==> src/rtl/csi_crc16_tx_append_if.sv <==
// Byte-stream handshake bundle between the payload source, the CRC
// append stage and the lane distributor.
interface csi_crc16_tx_append_if;
    logic [7:0] s_data_i;
    logic       s_valid_i;
    logic       s_last_i;
    logic       s_ready_o;
    logic [7:0] m_data_o;
    logic       m_valid_o;
    logic       m_last_o;
    logic       m_ready_i;

    // CRC append stage: consumes the payload stream, produces payload + footer
    modport slave (
        input  s_data_i,
        input  s_valid_i,
        input  s_last_i,
        output s_ready_o,
        output m_data_o,
        output m_valid_o,
        output m_last_o,
        input  m_ready_i
    );

    // Surrounding logic: drives payload in, drains the output stream
    modport master (
        output s_data_i,
        output s_valid_i,
        output s_last_i,
        input  s_ready_o,
        input  m_data_o,
        input  m_valid_o,
        input  m_last_o,
        output m_ready_i
    );
endinterface

==> src/rtl/csi_crc16_tx_append.sv <==
// CSI-2 transmit CRC append: forwards the payload bytes unchanged and
// follows each packet with its CRC-16 footer (low byte, then high byte).
//
// state       | meaning
// ------------+-----------------------------------------------------------
// ST_PAYLOAD  | accepting payload bytes, CRC accumulates per accepted byte
// ST_CRC_LO   | payload closed, waiting to load CRC low byte into output
// ST_CRC_HI   | waiting to load CRC high byte (with last), then reseed CRC
module csi_crc16_tx_append #(
    parameter logic [15:0] SEED = 16'hFFFF
) (
    input  logic                        clk_i,
    input  logic                        reset_i,
    csi_crc16_tx_append_if.slave        bus,
    output logic [15:0]                 crc_o
);

    typedef enum logic [1:0] {
        ST_PAYLOAD = 2'd0,
        ST_CRC_LO  = 2'd1,
        ST_CRC_HI  = 2'd2
    } state_t;

    // Reflected CRC-16 (poly 0x8408), eight bit-steps, data LSB first
    function automatic logic [15:0] crc_step8(input logic [15:0] crc_in,
                                              input logic [7:0]  data_in);
        logic [15:0] c;
        logic        fb;
        c = crc_in;
        for (int i = 0; i < 8; i++) begin
            fb = c[0] ^ data_in[i];
            c  = (c >> 1) ^ (fb ? 16'h8408 : 16'h0000);
        end
        return c;
    endfunction

    state_t      r_state;
    state_t      w_state_next;
    logic [7:0]  r_m_data;
    logic        r_m_valid;
    logic        r_m_last;
    logic [15:0] r_crc;

    logic        w_out_free;
    logic        w_s_ready;
    logic        w_s_accept;
    logic        w_load;
    logic [7:0]  w_load_data;
    logic        w_load_last;
    logic [15:0] w_crc_next;

    // The single output register can take a new byte if empty or draining now
    assign w_out_free = !r_m_valid || bus.m_ready_i;

    // State register
    always_ff @(posedge clk_i) begin
        if (reset_i) begin
            r_state <= ST_PAYLOAD;
        end else begin
            r_state <= w_state_next;
        end
    end

    // Next-state decode: footer bytes advance only when the output slot is free
    always_comb begin
        w_state_next = r_state;
        case (r_state)
            ST_PAYLOAD: if (w_s_accept && bus.s_last_i) w_state_next = ST_CRC_LO;
            ST_CRC_LO:  if (w_out_free)                 w_state_next = ST_CRC_HI;
            ST_CRC_HI:  if (w_out_free)                 w_state_next = ST_PAYLOAD;
            default:                                    w_state_next = ST_PAYLOAD;
        endcase
    end

    // Output decode: ready, output-register load and CRC update per state
    always_comb begin
        w_s_ready   = 1'b0;
        w_s_accept  = 1'b0;
        w_load      = 1'b0;
        w_load_data = r_m_data;
        w_load_last = 1'b0;
        w_crc_next  = r_crc;
        case (r_state)
            ST_PAYLOAD: begin
                w_s_ready = w_out_free;
                if (w_out_free && bus.s_valid_i) begin
                    w_s_accept  = 1'b1;
                    w_load      = 1'b1;
                    w_load_data = bus.s_data_i;
                    w_crc_next  = crc_step8(r_crc, bus.s_data_i);
                end
            end
            ST_CRC_LO: begin
                if (w_out_free) begin
                    w_load      = 1'b1;
                    w_load_data = r_crc[7:0];
                end
            end
            ST_CRC_HI: begin
                if (w_out_free) begin
                    w_load      = 1'b1;
                    w_load_data = r_crc[15:8];
                    w_load_last = 1'b1;
                    w_crc_next  = SEED;
                end
            end
            default: begin
                w_s_ready = 1'b0;
            end
        endcase
    end

    // Output register and running CRC; output holds until downstream takes it
    always_ff @(posedge clk_i) begin
        if (reset_i) begin
            r_m_data  <= 8'h00;
            r_m_valid <= 1'b0;
            r_m_last  <= 1'b0;
            r_crc     <= SEED;
        end else begin
            if (w_load) begin
                r_m_data  <= w_load_data;
                r_m_valid <= 1'b1;
                r_m_last  <= w_load_last;
            end else if (bus.m_ready_i) begin
                r_m_valid <= 1'b0;
                r_m_last  <= 1'b0;
            end
            r_crc <= w_crc_next;
        end
    end

    assign bus.s_ready_o = w_s_ready;
    assign bus.m_data_o  = r_m_data;
    assign bus.m_valid_o = r_m_valid;
    assign bus.m_last_o  = r_m_last;
    assign crc_o         = r_crc;

endmodule
==> src/flat_wrapper.sv <==
// flat-port wrapper written by rule: the top's interface ports become plain ports
module csi_crc16_tx_append_flat 
#(
    parameter logic [15:0] SEED = 16'hFFFF
)
  (clk_i, reset_i, crc_o, bus_s_data_i, bus_s_valid_i, bus_s_last_i, bus_s_ready_o, bus_m_data_o, bus_m_valid_o, bus_m_last_o, bus_m_ready_i);
  csi_crc16_tx_append_if bus_i ();
  input  logic clk_i;
  input  logic reset_i;
  output logic [15:0] crc_o;
  input wire logic [$bits(bus_i.s_data_i)-1:0] bus_s_data_i;
  input wire logic [$bits(bus_i.s_valid_i)-1:0] bus_s_valid_i;
  input wire logic [$bits(bus_i.s_last_i)-1:0] bus_s_last_i;
  output wire logic [$bits(bus_i.s_ready_o)-1:0] bus_s_ready_o;
  output wire logic [$bits(bus_i.m_data_o)-1:0] bus_m_data_o;
  output wire logic [$bits(bus_i.m_valid_o)-1:0] bus_m_valid_o;
  output wire logic [$bits(bus_i.m_last_o)-1:0] bus_m_last_o;
  input wire logic [$bits(bus_i.m_ready_i)-1:0] bus_m_ready_i;
  assign bus_i.s_data_i = bus_s_data_i;
  assign bus_i.s_valid_i = bus_s_valid_i;
  assign bus_i.s_last_i = bus_s_last_i;
  assign bus_s_ready_o = bus_i.s_ready_o;
  assign bus_m_data_o = bus_i.m_data_o;
  assign bus_m_valid_o = bus_i.m_valid_o;
  assign bus_m_last_o = bus_i.m_last_o;
  assign bus_i.m_ready_i = bus_m_ready_i;
  csi_crc16_tx_append #(.SEED(SEED)) u_core (.clk_i(clk_i), .reset_i(reset_i), .bus(bus_i), .crc_o(crc_o));
endmodule
==> config.mk <==
export PLATFORM = sky130hd
export DESIGN_NAME = csi_crc16_tx_append_flat
export DESIGN_NICKNAME = d
export VERILOG_FILES = /design/src/rtl/csi_crc16_tx_append_if.sv /design/src/rtl/csi_crc16_tx_append.sv /design/src/flat_wrapper.sv
export SDC_FILE = /design/constraint.sdc
export NUM_CORES = 1
export LEC_CHECK = 0
export ABC_CLOCK_PERIOD_IN_PS = 3160
export CORE_AREA = 2 2 58 60
export CTS_CLUSTER_SIZE = 16
export DETAILED_ROUTE_END_ITERATION = 10
export DIE_AREA = 0 0 60 62
export PLACE_DENSITY = 0.8
export SYNTH_ARGS = -nofsm -noshare
export SYNTH_HDL_FRONTEND = slang
export SYNTH_SLANG_ARGS = --single-unit
==> constraint.sdc <==
create_clock -name clk_i -period 3.16 [get_ports clk_i]
set_clock_uncertainty 0.1 [all_clocks]
set_input_delay 0.632 -clock clk_i [delete_from_list [all_inputs] [get_ports clk_i]]
set_output_delay 0.632 -clock clk_i [all_outputs]
set_load 0.005 [all_outputs]
### Word-level counts from Yosys, hierarchy flattened

Index checks and enable logic that the tools add are counted.

| operators by class | value |
|---|---|
| eq/ne operators | 6 |
| multiplexer cells | 28 |
| bitwise gates (word level) | 16 |
| reduce and logical (&&, ||, !) cells | 12 |

Operators with widths:

| cell | number |
|---|---|
| 16-bit 2-to-1 mux | 10 |
| 15-bit by 16-bit XOR with 16-bit output | 8 |
| 16-bit case mux with 2 select lines | 1 |
| 8-bit 2-to-1 mux | 3 |
| 8-bit case mux with 3 select lines | 1 |
| 1-bit 2-to-1 mux | 8 |
| 2-bit by 1-bit inequality test with 1-bit output, second input constant | 4 |
| 1-bit XOR | 8 |
| 2-bit 2-to-1 mux | 3 |
| 2-bit case mux with 3 select lines | 1 |
| 3-bit AND reduction | 2 |
| 5-bit AND reduction | 1 |
| 2-bit nonzero test | 2 |
| 3-bit nonzero test | 1 |
| 2-bit by 1-bit == test with 1-bit output, second input constant | 1 |
| 2-bit == test, second input constant | 1 |
| 1-bit logical AND | 2 |
| 2-bit zero test | 1 |
| 1-bit case mux with 2 select lines | 1 |
| 2-bit OR reduction | 1 |
| 1-bit zero test | 1 |
| 1-bit logical OR | 1 |

| word-level totals | value |
|---|---|
| flip-flop bits (word level) | 28 |
| output and inout bits | 27 |

### Depth between registers and ports, before layout

Gate-level depths: netlist of run 1.

| depth | value |
|---|---|
| depth in word-level cells | 26 |
| depth in mapped cells | 8 |
| gate-level depth less buffers | 6 |

### Worst setup path before layout of run 1

No wires, ideal clock.

| timing path | value |
|---|---|
| kind | register to register |
| from | register u_core.r_state[0] |
| to | register u_core.r_m_data[0], in the netlist u_core.bus.m_data_o[0] |
| library setup time | 0.128 ns |
| arrival time | 1.673 ns |
| required time | 2.932 ns |
| setup slack | 1.259 ns |
| stages on the path, launching flop included | 8 |
| path buffers | 1 |
| period minus slack after synthesis | 1.901 ns |
| cells stage by stage | dfxtp_1 inv_1 ha_1 buf_2 nand2b_4 a211oi_4 mux2i_1 nor2_1 |

| between the ends | value |
|---|---|
| cells in the longest elaborated chain, start to end | 4 |
| elaborated cells between the ends (all ways) | 11 |
| classes of those cells | 5 x eq/ne; 2 x mux; 4 x reduce/logical |

Ends and longest elaborated chain:

| what | RTL line | text |
|---|---|---|
| start: declaration | csi_crc16_tx_append.sv:37 | `state_t r_state;` |
| start signal: assignment | csi_crc16_tx_append.sv:60 | `r_state <= w_state_next;` |
| 2-bit by 1-bit == test with 1-bit output or 2-bit == test (tied branches) | csi_crc16_tx_append.sv:83 | `case (r_state)` |
| 2-bit OR reduction (no line) | -- |  |
| 1-bit case mux with 2 select lines | csi_crc16_tx_append.sv:83 |  |
| 5-bit AND reduction (no line) | -- |  |
| end signal: assignment | csi_crc16_tx_append.sv:122 | `r_m_data <= w_load_data;` |
| end: declaration | csi_crc16_tx_append.sv:39 | `logic [7:0] r_m_data;` |

Several ways; a longest one is shown, not always the timed one.
A chain may end at the register's enable or synchronous reset.

### Worst setup path in the final report of run 1

| timing path | value |
|---|---|
| from | input bus_m_ready_i |
| to | output bus_s_ready_o |

| between the ends | value |
|---|---|
| cells in the longest elaborated chain, start to end | 2 |

Ends and longest elaborated chain:

| what | RTL line | text |
|---|---|---|
| start: declaration | flat_wrapper.sv:18 | `input wire logic [$bits(bus_i.m_ready_i)-1:0] bus_m_ready_i;` |
| 1-bit logical OR | csi_crc16_tx_append.sv:53 | `assign w_out_free = !r_m_valid \|\| bus.m_ready_i;` |
| 1-bit 2-to-1 mux | csi_crc16_tx_append.sv:83 |  |
| end: declaration | flat_wrapper.sv:14 | `output wire logic [$bits(bus_i.s_ready_o)-1:0] bus_s_ready_o;` |

No other way between the ends.

==> impl_metrics.yaml, run 1 <==
min_path:
  min_from: "u_core.r_state[1]"
  hold_class: "reg -> reg"
setup_path:
  cp-endpoint: "bus_s_ready_o"
  critPathLaunch: "bus_m_ready_i"
  worstPathMaxFanout: 5
  max_stage_delay_ns: 0.50
  critical_path_class: "in -> out"
  r2r-start: "u_core.r_state[0]"
  cp.arrival_ns: 2.02
  r2r_cells: 6
  required_ns: 2.43
  crit_path_start_kind: "primary input"
  ff2ff_setup_slack_ns: 0.74
  worst_path_most_repeated_cell: "clkdlybuf4s50_1"
  r2r_end: "u_core.bus.m_data_o[3]"
  critPathCaptureType: "primary output"
  cp_slowest_cell: "clkdlybuf4s50_1"
  crit_chain: "clkdlybuf4s50_1 -> nand2b_1 -> and2_2 -> clkdlybuf4s50_1"
synthesis:
  ys_types: 33
  synthesis.instances: 162
  yosys_warnings: 0
  syn_nets: 180
  synth_edf_count: 0
  ys_seq_elements: 28
  synth_top_cell_area_share_pct: 37.6
  ys_seq_area_share_pct: 37.6
  syn_area_mm2: 0.00149
  synth_top_area_cell: "dfxtp_1"
  synth.area.top_cells: "dfxtp_1 (38%), xnor2_1 (11%), nor2_1 (5.8%)"
  syn_avg_cell_area_um2: 9.19
  synthFlopType: "dfxtp_1"
  async_reset_ff_share_pct: 0
floorplan:
  die_h_um: 62
  die-area_mm2: 0.00372
  ios: 40
  die_x_um: 60
  fp.coreArea_mm2: 0.00318
  rows: 21
  initial_core_util_pct: 46.8
sta:
  hold_violations: 0
  setup_tns_ns: 0
  tightestPinTransition_ns: 0.660
  final_max_slew_viol_count: 0
  fin_hold_ws_ns: 0.418
  timing.final.ws_setup_ns: 0.410
  fmax_mhz: 364
  relSlewSlack_pct: 56.0
  setup_viol: 0
  fin_crit_ns: 2.75
  fin_crit_sh_pct: 87.0
  rsz0062_at_grt: "no"
final_layout:
  syn_to_final_growth_pct: 30.3
  n_antenna_cell: 0
  final_nets: 216
  drive_above_1_share_pct: 7.11
  design_area_mm2: 0.00194
  fin_cells: 243
  fillers: 300
  postLayoutCoreUtil_pct: 61.0
placement:
  dpl.hpwl_um: 2760
  dp.cells: 239
  dpl_cell_area_mm2: 0.00190
  gp_congestion: 0.795
  place.port_buffers: 39
  place_ws_ns: 0.416
job:
  maxCapViolCount: 0
clock_network:
  clock-sinks: 28
  hold_buffers: 0
  clk_pin_slew_worst_paths_ns: 0.14
  cts_resized: 0
  cts-root-buf: "clkbuf_4"
  cts_tree: "done"
  clockBufferDepth: 2
  ctsHtreeMaxLevel: 1
  cts_buffers: 3
  postCtsSetupBuffers: 0
  insertion_delay_ns: 0.32
global_routing:
  grt_first_pass_wirelength_um: 5780
  grt_pass1_vias: 1237
  overflow: 0
  track_usage_pct: 20.8
  grt_max_degree: 19
  antenna_found_initial: 0
power:
  pwr-share-clk_pct: 13.5
  finalPower_mw: 1.26
  power_frac_seq_pct: 39.7
  switching_share_pct: 34.3
  irDropWorstVdd_uv: 274
  power.internal_uw: 831
  comb_power_share_pct: 46.7
  power_density_mw_per_mm2: 652
  power.net_switching_uw: 434
  p_leak_nw: 0.713
route:
  ant_nets: 0
  first_pass_iters: 4
  wl_um: 3550
  routedWlPerCell_um: 14.6
  drc: 0
  vias_per_cell: 5.51
  via_count: 1338
  drt-initial-drc-count: 102
run_status:
  status: "completed"
==> cell usage in the layout (no fill, tap or decap) <==
cell / instances
a211oi_1: 1
nand2b_1: 9
o21bai_1: 2
a21oi_1: 11
dfxtp_1: 28
xor2_1: 6
a21oi_2: 1
a211oi_4: 1
o22a_1: 4
ha_1: 5
nand3_1: 3
or3_2: 1
mux2i_1: 8
clkbuf_4: 3
and2_2: 1
nor3_1: 1
clkbuf_8: 1
nand4_1: 1
inv_1: 2
nor2b_1: 1
buf_4: 1
or2_2: 1
nand2_2: 1
nor4_1: 1
or3b_2: 1
and3_1: 1
nor2_1: 23
a2bb2oi_1: 4
clkdlybuf4s50_1: 39
xnor2_1: 18
a21bo_2: 1
a22oi_1: 8
o22ai_1: 7
nand2b_4: 1
==> layer usage <==
layer  global-route usage, %  up-vias  routed length, µm
li1                        -      637                  -
met1                    26.1      646               1520
met2                    37.0       46               1800
met3                    2.28        9                162
met4                    7.30        0                 61
met5                       0        -                  0
==> worst max-delay path: cells and delay by family <==
| kind | cells | cell delay [ns] |
|---|---|---|
| buffers and inverters | 2 | 0.99 |
| and+or+nand+nor | 2 | 0.39 |
==> registers in the layout, summed over array words and instances, names as in the netlist <==
| register | flops |
|---|---|
| u_core.r_state | 2 |
| u_core.bus.m_valid_o | 1 |
| u_core.crc_o | 16 |
| u_core.bus.m_last_o | 1 |
| u_core.bus.m_data_o | 8 |
==> power by group through the flow <==
stage	combinational, mW	clock (mW)	sequential, mW
final	0.591	0.171	0.502
after global routing	0.646	0.190	0.513
after detailed placement	0.591	0	0.510
after floorplan	0.369	0	0.503
after CTS	0.593	0.175	0.502
after global placement	0.576	0	0.506
==> final cells by class <==
class,instances,area [µm²],area share [%]
sequential,28,561,28.9
multi-input combinational,123,881,45.4
inverter,2,7.51,0.387
clock buffer,4,36.3,1.87
timing repair buffer,40,398,20.5
tap,46,57.6,2.97
==> kinds of logic after synthesis <==
logic type | share of synthesized area (%)
and+or+nand+nor | 16.0
AOI/OAI and AO/OA | 19.5
DFF | 37.6
xor gates and xnor gates | 14.1
buffers and inverters | 3.19
muxes | 5.38
adders and majority gates | 4.20
==> Yosys cell counts (all sizes together) (2+ instances only) <==
master and n:
mux2i 8, a21oi 12, xnor2 18, nand3 3, clkbuf 6, o21bai 2
o22ai 7, inv 2, xor2 6, nand2b 10, dfxtp 28, a211oi 2
a2bb2oi 4, a22oi 8, o22a 4, buf 3, ha 5, nor2 23
==> how the worst min path moves through the flow <==
stage / to / slack [ns] / cells past startpoint
2_1_floorplan: u_core.r_state[1] / 0.38 / 2
4_1_cts: u_core.r_state[1] / 0.42 / 2
6_report: u_core.r_state[1] / 0.42 / 2
3_3_place_gp: u_core.bus.m_data_o[1] / 0.38 / 2
5_1_grt: u_core.bus.m_data_o[1] / 0.46 / 2
3_5_place_dp: u_core.bus.m_data_o[4] / 0.39 / 2
(Power assumes the default switching activity.)
==> run 2, diff against run 1 <==
--- a/config.mk
+++ b/config.mk
@@ -11,4 +11,5 @@
 export DETAILED_ROUTE_END_ITERATION = 10
 export DIE_AREA = 0 0 60 62
+export GPL_ROUTABILITY_DRIVEN = 0
 export PLACE_DENSITY = 0.8
 export SYNTH_ARGS = -nofsm -noshare
--- a/constraint.sdc
+++ b/constraint.sdc
@@ -3,3 +3,3 @@
 set_input_delay 0.632 -clock clk_i [delete_from_list [all_inputs] [get_ports clk_i]]
 set_output_delay 0.632 -clock clk_i [all_outputs]
-set_load 0.005 [all_outputs]
+set_load 0.1 [all_outputs]
==> impl_metrics.yaml, run 2 (synthesized netlist as in run 1, its figures left out) <==
setup_path:
  required_ns: 2.43
  crit_chain: "clkdlybuf4s50_1 -> nand2b_1 -> and2_2 -> buf_12"
  r2r_cells: 6
  cp_slowest_cell: "clkdlybuf4s50_1"
  max_stage_delay_ns: 0.49
  worstPathMaxFanout: 5
  r2r_end: "u_core.bus.m_data_o[1]"
  crit_path_start_kind: "primary input"
  critical_path_class: "in -> out"
  r2r-start: "u_core.r_state[0]"
  ff2ff_setup_slack_ns: 0.73
  cp.arrival_ns: 1.73
  critPathCaptureType: "primary output"
route:
  drt-initial-drc-count: 100
  wl_um: 3700
  via_count: 1314
  drc: 0
  first_pass_iters: 4
  ant_nets: 0
  routedWlPerCell_um: 15.2
  vias_per_cell: 5.41
clock_network:
  postCtsSetupBuffers: 0
  hold_buffers: 0
  ctsHtreeMaxLevel: 1
  clk_pin_slew_worst_paths_ns: 0.16
  clockBufferDepth: 2
  insertion_delay_ns: 0.34
  cts_buffers: 3
  cts_resized: 0
  clock-sinks: 28
  cts-root-buf: "clkbuf_4"
  cts_tree: "done"
floorplan:
  rows: 21
  ios: 40
  die-area_mm2: 0.00372
  die_h_um: 62
  fp.coreArea_mm2: 0.00318
  die_x_um: 60
  initial_core_util_pct: 46.8
power:
  power_density_mw_per_mm2: 964
  finalPower_mw: 1.83
  irDropWorstVdd_uv: 345
  p_leak_nw: 0.744
placement:
  place.port_buffers: 39
  place_ws_ns: 0.652
  dp.cells: 239
  dpl.hpwl_um: 2840
min_path:
  hold_end: "u_core.bus.m_data_o[3]"
  min_path_cells: 2
  hold_class: "reg -> reg"
  min_from: "u_core.bus.m_data_o[3]"
sta:
  hold_violations: 0
  final_max_slew_viol_count: 0
  setup_viol: 0
  rsz0062_at_grt: "no"
  tightestPinTransition_ns: 0.645
  relSlewSlack_pct: 57.0
  timing.final.ws_setup_ns: 0.702
  fin_hold_ws_ns: 0.421
  fmax_mhz: 407
  fin_crit_ns: 2.46
  fin_crit_sh_pct: 77.8
  setup_tns_ns: 0
global_routing:
  antenna_found_initial: 0
  grt_max_degree: 19
  overflow: 0
  grt_first_pass_wirelength_um: 5610
  track_usage_pct: 20.6
  grt_pass1_vias: 1176
final_layout:
  fin_cells: 243
  n_antenna_cell: 0
  final_nets: 216
  fillers: 303
  largest_reg_flops: 16
  final_cell_mix: "dfxtp_1 (28), buf_4 (27), nor2_1 (23), xnor2_1 (18), clkdlybuf4s50_1 (12)"
  syn_to_final_growth_pct: 27.7
  layout_commonest_cell: "dfxtp_1"
  drive_above_1_share_pct: 20.8
run_status:
  status: "completed"
job:
  maxCapViolCount: 0
==> run 2: layer usage <==
layer,vias to the layer above,share of wire [%],GRT usage [%]
met4,0,1.0,7.30
li1,634,-,-
met5,-,0,0
met3,4,4.9,2.28
met1,637,42,26.1
met2,39,52,36.5
==> run 2: final cells by class <==
cell class                      instances  area (µm²)  share of cell area (%)
Clock inverter                          1        30.0                    1.58
Inverter                                2        7.51                   0.395
Clock buffer                            3        22.5                    1.18
Multi-Input combinational cell        123         881                    46.3
Timing Repair Buffer                   40         343                    18.0
Sequential cell                        28         561                    29.5
Tap cell                               46        57.6                    3.03
==> run 2: report_power, final <==
group | internal [mW] | leakage [nW] | total, mW | switching [mW]
Combinational | 0.316 | 0.485 | 1.09 | 0.772
Sequential | 0.425 | 0.231 | 0.507 | 0.0827
Clock | 0.128 | 0.0279 | 0.238 | 0.110
Total | 0.870 | 0.744 | 1.83 | 0.964
==> run 2: how the worst max path moves through the flow <==
stage | startpoint | to | slack (ns) | cells after the start
floorplan | u_core.bus.m_valid_o | bus_s_ready_o | 0.81 | 2
finish | bus_m_ready_i | bus_s_ready_o | 0.70 | 4
global route | u_core.r_state[0] | u_core.bus.m_data_o[0] | 0.62 | 6
CTS | bus_m_ready_i | bus_s_ready_o | 0.70 | 4
global placement | bus_m_ready_i | u_core.crc_o[8] | 0.74 | 5
detailed placement | bus_m_ready_i | u_core.crc_o[9] | 0.65 | 5
==> run 2: through the flow <==
stage / cell area (µm²) / utilization [%]
after floorplan: 1490 / -
after global placement: 1850 / 58.2
after detailed placement: 1850 / 58.2
after CTS: 1900 / 59.8
after global routing: 1900 / 59.8
final: 1900 / 59.8
==> run 2: worst max-delay path: cells and delay by family <==
| family | cells | cell delay, ns |
|---|---|---|
| buf+inv | 2 | 0.67 |
| simple gates | 2 | 0.42 |
